## config.mk

```make
export PLATFORM = sky130hd
export DESIGN_NAME = rf_sb_ctrl
export DESIGN_NICKNAME = d
export VERILOG_FILES = /design/src/rtl/rf_sb_pkg.sv /design/src/rtl/rf_sb_cnt.sv /design/src/rtl/rf_sb_ctrl.sv
export SDC_FILE = /design/constraint.sdc
export NUM_CORES = 1
export LEC_CHECK = 0
export ABC_CLOCK_PERIOD_IN_PS = 6530
export CAP_MARGIN = 0
export CORE_ASPECT_RATIO = 0.9
export CORE_UTILIZATION = 50
export DETAILED_ROUTE_END_ITERATION = 10
export GPL_TIMING_DRIVEN = 0
export HOLD_SLACK_MARGIN = 0.12
export PLACE_DENSITY = 0.69
export SLEW_MARGIN = 5
export SYNTH_ARGS = -nofsm -noshare
export SYNTH_HDL_FRONTEND = slang
export SYNTH_SLANG_ARGS = --single-unit
```

## constraint.sdc

```tcl
create_clock -name clk_i -period 6.53 [get_ports clk_i]
set_clock_uncertainty 0.1 [all_clocks]
set_input_delay 0.9795 -clock clk_i [delete_from_list [all_inputs] [get_ports clk_i]]
set_output_delay 0.9795 -clock clk_i [all_outputs]
set_load 0.02 [all_outputs]
```

## src/rtl/rf_sb_pkg.sv

```systemverilog
// Shared widths and counter type for the register-file scoreboard.
package rf_sb_pkg;

   localparam int AR_BITS  = 5;
   localparam int CNT_BITS = 2;
   localparam int NUM_REGS = 1 << AR_BITS;

   typedef logic [CNT_BITS-1:0] cnt_t;

   localparam cnt_t CNT_MAX = cnt_t'((1 << CNT_BITS) - 1);

endpackage

```

## src/rtl/rf_sb_cnt.sv

```systemverilog
// One scoreboard slot: saturating up/down pending-write counter with an
// underflow/overflow flag and a registered non-zero indicator.
module rf_sb_cnt #(
   parameter int CNT_BITS = rf_sb_pkg::CNT_BITS
) (
   input  logic                clk_i,
   input  logic                rst_i,
   input  logic                inc_i,
   input  logic                dec_wb_i,
   input  logic                dec_kill_i,
   output logic [CNT_BITS-1:0] cnt_o,
   output logic                busy_o,
   output logic                err_o
);

   localparam int SW = CNT_BITS + 2;

   logic [CNT_BITS-1:0] cnt_q, cnt_d;
   logic [SW-1:0]       sum;
   logic                under, over;
   logic                busy_q;

   // Two spare bits let the net delta go to -2 or MAX+1 without wrapping.
   always_comb begin
      sum   = SW'(cnt_q) + SW'(inc_i) - SW'(dec_wb_i) - SW'(dec_kill_i);
      under = sum[SW-1];
      over  = !under && sum[CNT_BITS];
      cnt_d = cnt_q;
      if (under) begin
         cnt_d = '0;
      end else if (!over) begin
         cnt_d = sum[CNT_BITS-1:0];
      end
   end

   // NOTE: state updates use non-blocking assignments so every flop samples
   // pre-edge values regardless of block ordering.
   always_ff @(posedge clk_i or posedge rst_i) begin
      if (rst_i) begin
         cnt_q  <= '0;
         busy_q <= 1'b0;
      end else begin
         cnt_q  <= cnt_d;
         busy_q <= (cnt_d != '0);
      end
   end

   assign cnt_o  = cnt_q;
   assign busy_o = busy_q;
   assign err_o  = under || over;

endmodule

```

## src/rtl/rf_sb_ctrl.sv

```systemverilog
// Scoreboard and issue controller: RAW/saturation stall for ID, EX kill
// shadow register, and sticky protocol error.
module rf_sb_ctrl #(
   parameter int AR_BITS   = rf_sb_pkg::AR_BITS,
   parameter int CNT_BITS  = rf_sb_pkg::CNT_BITS,
   parameter bit WB_BYPASS = 1'b1
) (
   input  logic                    clk_i,
   input  logic                    rst_i,
   input  logic                    id_valid_i,
   input  logic [AR_BITS-1:0]      id_rs1_i,
   input  logic [AR_BITS-1:0]      id_rs2_i,
   input  logic                    id_rs1_use_i,
   input  logic                    id_rs2_use_i,
   input  logic [AR_BITS-1:0]      id_rd_i,
   input  logic                    id_rd_we_i,
   input  logic                    ex_stall_i,
   input  logic                    ex_kill_i,
   input  logic                    wb_we_i,
   input  logic [AR_BITS-1:0]      wb_dst_i,
   output logic                    stall_o,
   output logic                    issue_o,
   output logic [(1<<AR_BITS)-1:0] busy_o,
   output logic                    idle_o,
   output logic                    err_o
);

   localparam int NREGS = 1 << AR_BITS;

   logic [CNT_BITS-1:0] cnt [NREGS-1:1];
   logic [NREGS-1:0]    hz, sat;
   logic [NREGS-1:1]    inc, dec_wb, dec_kill, cnt_err, busy_hi;
   logic [AR_BITS-1:0]  ex_rd_q;
   logic                ex_rd_v_q;
   logic                err_q;

   // x0 keeps hz/sat at 0 and has no counter, so index 0 never stalls or counts.
   always_comb begin
      hz       = '0;
      sat      = '0;
      inc      = '0;
      dec_wb   = '0;
      dec_kill = '0;
      for (int r = 1; r < NREGS; r++) begin
         hz[r]       = (cnt[r] != '0) &&
                       !(WB_BYPASS && wb_we_i && (wb_dst_i == AR_BITS'(r)) &&
                         (cnt[r] == CNT_BITS'(1)));
         sat[r]      = &cnt[r];
         inc[r]      = issue_o && id_rd_we_i && (id_rd_i == AR_BITS'(r));
         dec_wb[r]   = wb_we_i && (wb_dst_i == AR_BITS'(r));
         dec_kill[r] = ex_kill_i && ex_rd_v_q && (ex_rd_q == AR_BITS'(r));
      end
   end

   assign stall_o = id_valid_i && ((id_rs1_use_i && hz[id_rs1_i]) ||
                                   (id_rs2_use_i && hz[id_rs2_i]) ||
                                   (id_rd_we_i   && sat[id_rd_i]));
   // A kill flushes ID as well, so nothing may issue alongside it.
   assign issue_o = id_valid_i && !stall_o && !ex_stall_i && !ex_kill_i;

   for (genvar r = 1; r < NREGS; r++) begin : g_cnt
      rf_sb_cnt #(.CNT_BITS(CNT_BITS)) u_cnt (
         .clk_i      (clk_i),
         .rst_i      (rst_i),
         .inc_i      (inc[r]),
         .dec_wb_i   (dec_wb[r]),
         .dec_kill_i (dec_kill[r]),
         .cnt_o      (cnt[r]),
         .busy_o     (busy_hi[r]),
         .err_o      (cnt_err[r])
      );
   end

   always_ff @(posedge clk_i or posedge rst_i) begin
      if (rst_i) begin
         ex_rd_q   <= '0;
         ex_rd_v_q <= 1'b0;
         err_q     <= 1'b0;
      end else begin
         if (!ex_stall_i) begin
            ex_rd_q   <= id_rd_i;
            ex_rd_v_q <= issue_o && id_rd_we_i && (id_rd_i != '0);
         end
         if (|cnt_err) begin
            err_q <= 1'b1;
         end
      end
   end

   assign busy_o = {busy_hi, 1'b0};
   assign idle_o = ~|busy_o;
   assign err_o  = err_q;

endmodule

```

==> flow_metrics.env <==
export IMPL_hold_ws_ns=0.412
export IMPL_fin_tns_setup_ns=0
export IMPL_regToRegSetupSlack_ns=1.19
export IMPL_num_rows=48
export IMPL_vias=8560
export IMPL_die_h_um=134
export IMPL_rsz0062_at_grt="no"
export IMPL_grt_overflow=0
export IMPL_instances_no_fill=1419
export IMPL_power_leakage_nw=4.79
export IMPL_drc_errors=0
export IMPL_hpwl_um=24500
export IMPL_utilization_pct=57.8
export IMPL_reg2reg_depth=18
export IMPL_mostFrequentLayoutCells="108 x inv_1, 101 x nor2_1, 100 x dfrtp_1, 93 x ha_1, 65 x nand2_1"
export IMPL_slew_headroom_pct=28.7
export IMPL_power_mw=2.76
export IMPL_min_path_cells=2
export IMPL_place_congestion=1.00
export IMPL_wl_per_cell_um=21.4
export IMPL_synth_warnings=0
export IMPL_hold_viol=0
export IMPL_die_w_um=149
export IMPL_cts_max_path_buffers=2
export IMPL_via_per_inst=6.03
export IMPL_tightestPinTransition_ns=1.06
export IMPL_clock_sinks=100
export IMPL_antenna_found_initial=0
export IMPL_min_path_type="reg2reg"
export IMPL_place_area_um2=10700
export IMPL_drt_total_wl_um=30400
export IMPL_critical_path_required_ns=6.57
export IMPL_antennaDiodeCount=0
export IMPL_dpl_cell_count=1396
export IMPL_initial_core_util_pct=50.9
export IMPL_fin_crit_ns=6.49
export IMPL_synth_async_sr_flop_share_pct=100
export IMPL_ys_seq_area_share_pct=25.7
export IMPL_criticalPathCategory="in2reg"
export IMPL_fill_cells=1714
export IMPL_grt_pass1_vias=8218
export IMPL_crit_path_end_kind="flop"
export IMPL_status="complete, no violations"
export IMPL_place_ws_ns=-0.829
export IMPL_r2r_start="g_cnt[17].u_cnt.cnt_o[1]$_DFF_PP0_"
export IMPL_seq_area_um2=2500
export IMPL_syn_instance_count=1089
export IMPL_layout_setup_ws_ns=0.0430
export IMPL_multi_input_area_um2=6480
export IMPL_die_area_um2=20100
export IMPL_cp_start_kind="input port"
export IMPL_synth_area_um2=9750
export IMPL_final_common_cell="inv_1"
export IMPL_syn_nets=1273
export IMPL_grt_max_degree=62
export IMPL_area_growth_pct=13.5
export IMPL_cts_made_buffers=9
export IMPL_crit_fanout=10
export IMPL_hold_end="ex_rd_q[4]$_DFFE_PP0N_"
export IMPL_drv_slew=0
export IMPL_final_cell_area_um2=11100
export IMPL_place_port_buffers=56
export IMPL_critPathMaxStageDelay_ns=0.58
export IMPL_grt_pass1_wl_um=47200
export IMPL_setup_viol=0
export IMPL_drt_iter0_drc=885
export IMPL_synth_edff_count=0
export IMPL_synth_distinct_cells=72
export IMPL_coreArea_um2=19200
export IMPL_drt_first_pass_iters=9
export IMPL_nets=1348
export IMPL_ant_nets=0
export IMPL_grt_use_total_pct=31.8
export IMPL_synth_flop_cell="dfrtp_1"
export IMPL_fmaxAchievable_ghz=0.154
export IMPL_cap_violations=0
export IMPL_io_pins=65
export IMPL_clk_latency_ns=0.36
export IMPL_slowest_stage="clkdlybuf4s50_1"
export IMPL_htree_levels=3
export IMPL_ir_worst_vdd_mv=0.179
export IMPL_worstReg2RegEnd="err_o$_DFFE_PP0P_"
export IMPL_postCtsHoldBufs=0
export IMPL_clk_pin_slew_worst_paths_ns=0.07
export IMPL_layout_drive_gt1_share_pct=13.8
export IMPL_avgSynthCellArea_um2=8.95
export IMPL_cp_cell_sequence="clkdlybuf4s50_1 -> buf_2 -> and4_1 -> a41oi_1 -> a311oi_1 -> a41oi_1 -> a311oi_2 -> o2111ai_2 -> buf_6 -> nor3_2 -> ha_1 -> inv_1 -> fa_1 -> ha_1 -> a211oi_1 -> a21oi_1 -> nor4_4 -> nand2_1 -> nor4_2 -> nand4_1"
export IMPL_ys_ff_latch=100
export IMPL_arrival_ns=6.52
export IMPL_powerDensity_nw_per_um2=250
export IMPL_cts_tree="built"
export IMPL_hold_path_startpoint="ex_rd_q[4]$_DFFE_PP0N_"
export IMPL_cts_root_buf="clkbuf_16"
export IMPL_period_share_pct=99.3
## cell type report
type / instances / area share [%]
multi-input combinational: 806 / 58.5
sequential: 100 / 22.6
timing repair buffer: 64 / 5.79
buffer: 72 / 3.88
inverter: 111 / 3.79
tap: 250 / 2.83
clock buffer: 9 / 2.03
clock inverter: 7 / 0.531
## critical path, delay by kind of cell
kind	cells	cell delay, ns
fa+ha+maj	3	0.84
buf+inv	4	1.15
compound gates	7	1.79
simple gates	6	1.74
## timing repair
action / in CTS / in global routing
pin swaps: 1 / 2
resized for setup: 5 / 14
buffers inserted: 2 / 5
setup endpoints to repair: 1 / 1
## flip-flops by register name, indices dropped and copies added, names as in the netlist
register / flops
g_cnt.u_cnt.cnt_o: 62
ex_rd_v_q: 1
ex_rd_q: 5
g_cnt.u_cnt.busy_o: 31
err_o: 1
## report_power, final
part	switching, mW	internal (mW)
Sequential	0.209	0.812
Clock	0.258	0.265
Combinational	0.628	0.592
Total	1.09	1.67
## synthesized netlist by cell type, types with 19 or more instances
cell | instances | area, um^2
nand3_1 | 20 | 100
nor3_1 | 57 | 285
buf_4 | 32 | 240
inv_1 | 109 | 409
a211oi_1 | 19 | 143
nor3b_1 | 21 | 158
o21ai_0 | 64 | 320
clkbuf_1 | 24 | 90.1
or2_2 | 45 | 282
a21oi_1 | 41 | 205
mux2i_1 | 23 | 230
nor2_1 | 101 | 379
nand2_1 | 66 | 248
dfrtp_1 | 100 | 2500
fa_1 | 62 | 1240
ha_1 | 93 | 1160
## logic make-up (layout without fill, tap and decap cells)
kind of cell	count (synthesis)	in the layout	share of synthesized area (%)
and+or+nand+nor	395	395	21.5
AOI/OAI and AO/OA	205	205	13.9
buffers and inverters	183	263	8.65
adders and majority gates	155	155	24.7
DFF	100	100	25.7
muxes	41	41	4.79
xor gates and xnor gates	9	9	0.808
other	1	1	0.0385
## worst max-delay path by stage
stage / start / to / slack [ns]
floorplan: wb_dst_i[3] / err_o$_DFFE_PP0P_ / 1.50
global placement: wb_dst_i[1] / err_o$_DFFE_PP0P_ / -0.85
detailed placement: wb_dst_i[1] / err_o$_DFFE_PP0P_ / -0.83
CTS: wb_dst_i[0] / err_o$_DFFE_PP0P_ / 0.05
global route: id_rs1_i[3] / err_o$_DFFE_PP0P_ / 0.01
finish: wb_dst_i[1] / err_o$_DFFE_PP0P_ / 0.04
## layer usage
metal | track usage [%] | vias to the layer above | routed length (um)
li1 | - | 3894 | -
met1 | 43.6 | 4146 | 12900
met2 | 48.1 | 454 | 13200
met3 | 9.19 | 66 | 3340
met4 | 11.0 | 0 | 1050
met5 | 0 | - | 0
Power figures use the tool's default switching activity.
==> RTL change: new RTL, config.mk and constraints unchanged <==
Set the parameter `WB_BYPASS` to 1'b0 (it was 1'b1).
--- a/src/rtl/rf_sb_ctrl.sv
+++ b/src/rtl/rf_sb_ctrl.sv
@@ -5,3 +5,3 @@
    parameter int CNT_BITS  = rf_sb_pkg::CNT_BITS,
-   parameter bit WB_BYPASS = 1'b1
+   parameter bit WB_BYPASS = 1'b0
 ) (
Function: changed (Yosys sat finds a counterexample within 4 cycles, from zero or initial values and one cycle with rst_i high).
==> RTL change against the original RTL <==
- sequential cell count unchanged
- register-to-register slack better by 0.05 ns
- area after synthesis down 5.2%
- cell count down 6.4%
- wire length down 9.5%
- power up 2.3%
- final area down 5.6%
- clock power up 8.2%
- setup slack better by 0.17 ns
- global-route usage down 1.4 points
- highest routed layer unchanged
==> RTL change: results (changes against the original RTL) <==
stage,metric,value,unit,change
run_status,run_status,"finished, final reports clean",,
global_routing,global_route_wire_length_before_repair,42840,um,-9.2%
setup_path,crit_slowest_cell,sky130_fd_sc_hd__clkdlybuf4s50_1,,
setup_path,timing.critical_path.max_delay_family,buffers and inverters,,
sta,slew_headroom,53.62,%,+25 points
hold_path,hold_class,reg -> reg,,
global_routing,first_global_vias,7459,,-9.2%
clock_tree,cts_resized,0,,-5
power_and_ir_drop,total_leakage_power,4.590,nW,-4.3%
setup_path,crit_path_max_incr_delay,0.70,ns,+0.12 ns
setup_path,reg2reg_slack,1.24,ns,+0.05 ns
global_routing,gr-usage-all-layers,30.46,%,-1.4 points
yosys,postSynthCellCount,1014,,-6.9%
clock_tree,cts.repair_timing.setup_buffer_count,0,,-2
sta,final.setup.tns,0,ns,unchanged
placed_design,placed_cells,1313,,-5.9%
placed_design,hpwl,22430,um,-8.5%
detailed_routing,drt-total-wl,27540,um,-9.5%
sta,finalCritPeriodShare,96.80,%,-2.5 points
placed_design,numPortBuffers,58,,+3.6%
yosys,synth_top_cells_by_area,"sky130_fd_sc_hd__dfrtp_1, sky130_fd_sc_hd__fa_1, sky130_fd_sc_hd__ha_1",,
detailed_routing,firstDrtPassIters,6,,-3
yosys,total_nets_after_synthesis,1198,,-5.9%
placed_design,place_congestion,1.020,,+1.8%
setup_path,critPathArrivalTime,6.39,ns,-0.13 ns
detailed_routing,vias,7809,,-8.8%
detailed_routing,mean_number_of_vias_per_cell,5.880,,-2.5%
global_routing,grt_max_degree,55,,-11%
layout,post_route_cells_drive_above_1_share,12.13,%,-1.6 points
yosys,synth_top_cells_by_count,"sky130_fd_sc_hd__nor2_1, sky130_fd_sc_hd__inv_1, sky130_fd_sc_hd__dfrtp_1",,
yosys,synth_flop_cell,sky130_fd_sc_hd__dfrtp_1,,
yosys,post_synth_num_cell_types,63,,-13%
detailed_routing,dr.first_iter.drc_count,785,,-11%
power_and_ir_drop,max-vdd-ir-drop,0.0002385,V,+34%
yosys,synth_sequential_area_ratio,27.08,%,+1.4 points
## RTL change: cell types whose count changed after synthesis, sizes merged, moves of 7 or more
cell	change
nand4	+7
nand2	-8
o31a	-9
or2	-7
clkbuf	-12
nor3	-29
o21ai	-14
a211oi	-10
nand3b	+7
nor2	+10
nor4	+24
nor3b	-15
## RTL change: power breakdown
| part | leakage (nW) | total [W] | switching [W] | internal, W |
|---|---|---|---|---|
| sequential | 1.29 | 0.00103 | 0.000221 | 0.000811 |
| clock | 0.145 | 0.000565 | 0.000257 | 0.000308 |
| combinational | 3.16 | 0.00123 | 0.000634 | 0.000595 |
## RTL change: final timing paths
check	from	endpoint	depth (start not counted)
min in group asynchronous	rst_i	g_cnt[7].u_cnt.cnt_o[0]$_DFF_PP0_	2
max in group asynchronous	rst_i	g_cnt[22].u_cnt.busy_o$_DFF_PP0_	3
worst min register to register	ex_rd_v_q$_DFFE_PP0N_	ex_rd_v_q$_DFFE_PP0N_	2
worst max register to register	g_cnt[27].u_cnt.cnt_o[1]$_DFF_PP0_	err_o$_DFFE_PP0P_	16
worst min-delay path	ex_rd_v_q$_DFFE_PP0N_	ex_rd_v_q$_DFFE_PP0N_	2
worst max-delay path	id_rd_i[1]	err_o$_DFFE_PP0P_	19
## RTL change: cells by family (layout without fill, tap and decap cells)
| group | count (synthesis) | in the layout | share of synthesized area, % |
|---|---|---|---|
| other cells | 1 | 1 | 0.04058 |
| flops | 100 | 100 | 27.08 |
| compound gates | 159 | 159 | 10.82 |
| simple gates | 382 | 382 | 21.31 |
| fa+ha+maj | 155 | 155 | 26.02 |
| mux | 39 | 39 | 5.253 |
| xor+xnor | 9 | 9 | 0.8530 |
| buf+inv | 169 | 243 | 8.624 |
## RTL change: through the flow
stage / setup WS [ns] / total power [W] / area (um^2) / hold WS, ns
after floorplan: 1.822 / 0.001767 / 9241 / 0.3730
after global placement: 0.03814 / 0.002235 / 10120 / 0.3982
after detailed placement: 0.04953 / 0.002258 / 10150 / 0.4057
after CTS: 0.4123 / 0.002822 / 10450 / 0.4228
after global routing: 0.1892 / 0.003004 / 10450 / 0.4665
final: 0.2092 / 0.002826 / 10450 / 0.4204
## RTL change: final cells by class
type,count,area [um^2]
Timing Repair Buffer,59,608.1
Multi-Input combinational cell,745,5942
Buffer,61,391.6
Sequential cell,100,2502
Tap cell,240,300.3
Clock inverter,5,60.06
Clock buffer,10,239.0
Inverter,108,407.9
Fill cell,1619,7391
## RTL change: layer usage
metal,up-vias,wire length [um],GRT usage [%]
met5,-,0,0
met4,0,859,11.64
met3,53,2848,7.986
li1,3585,-,-
met1,3821,11940,41.59
met2,350,11890,46.69
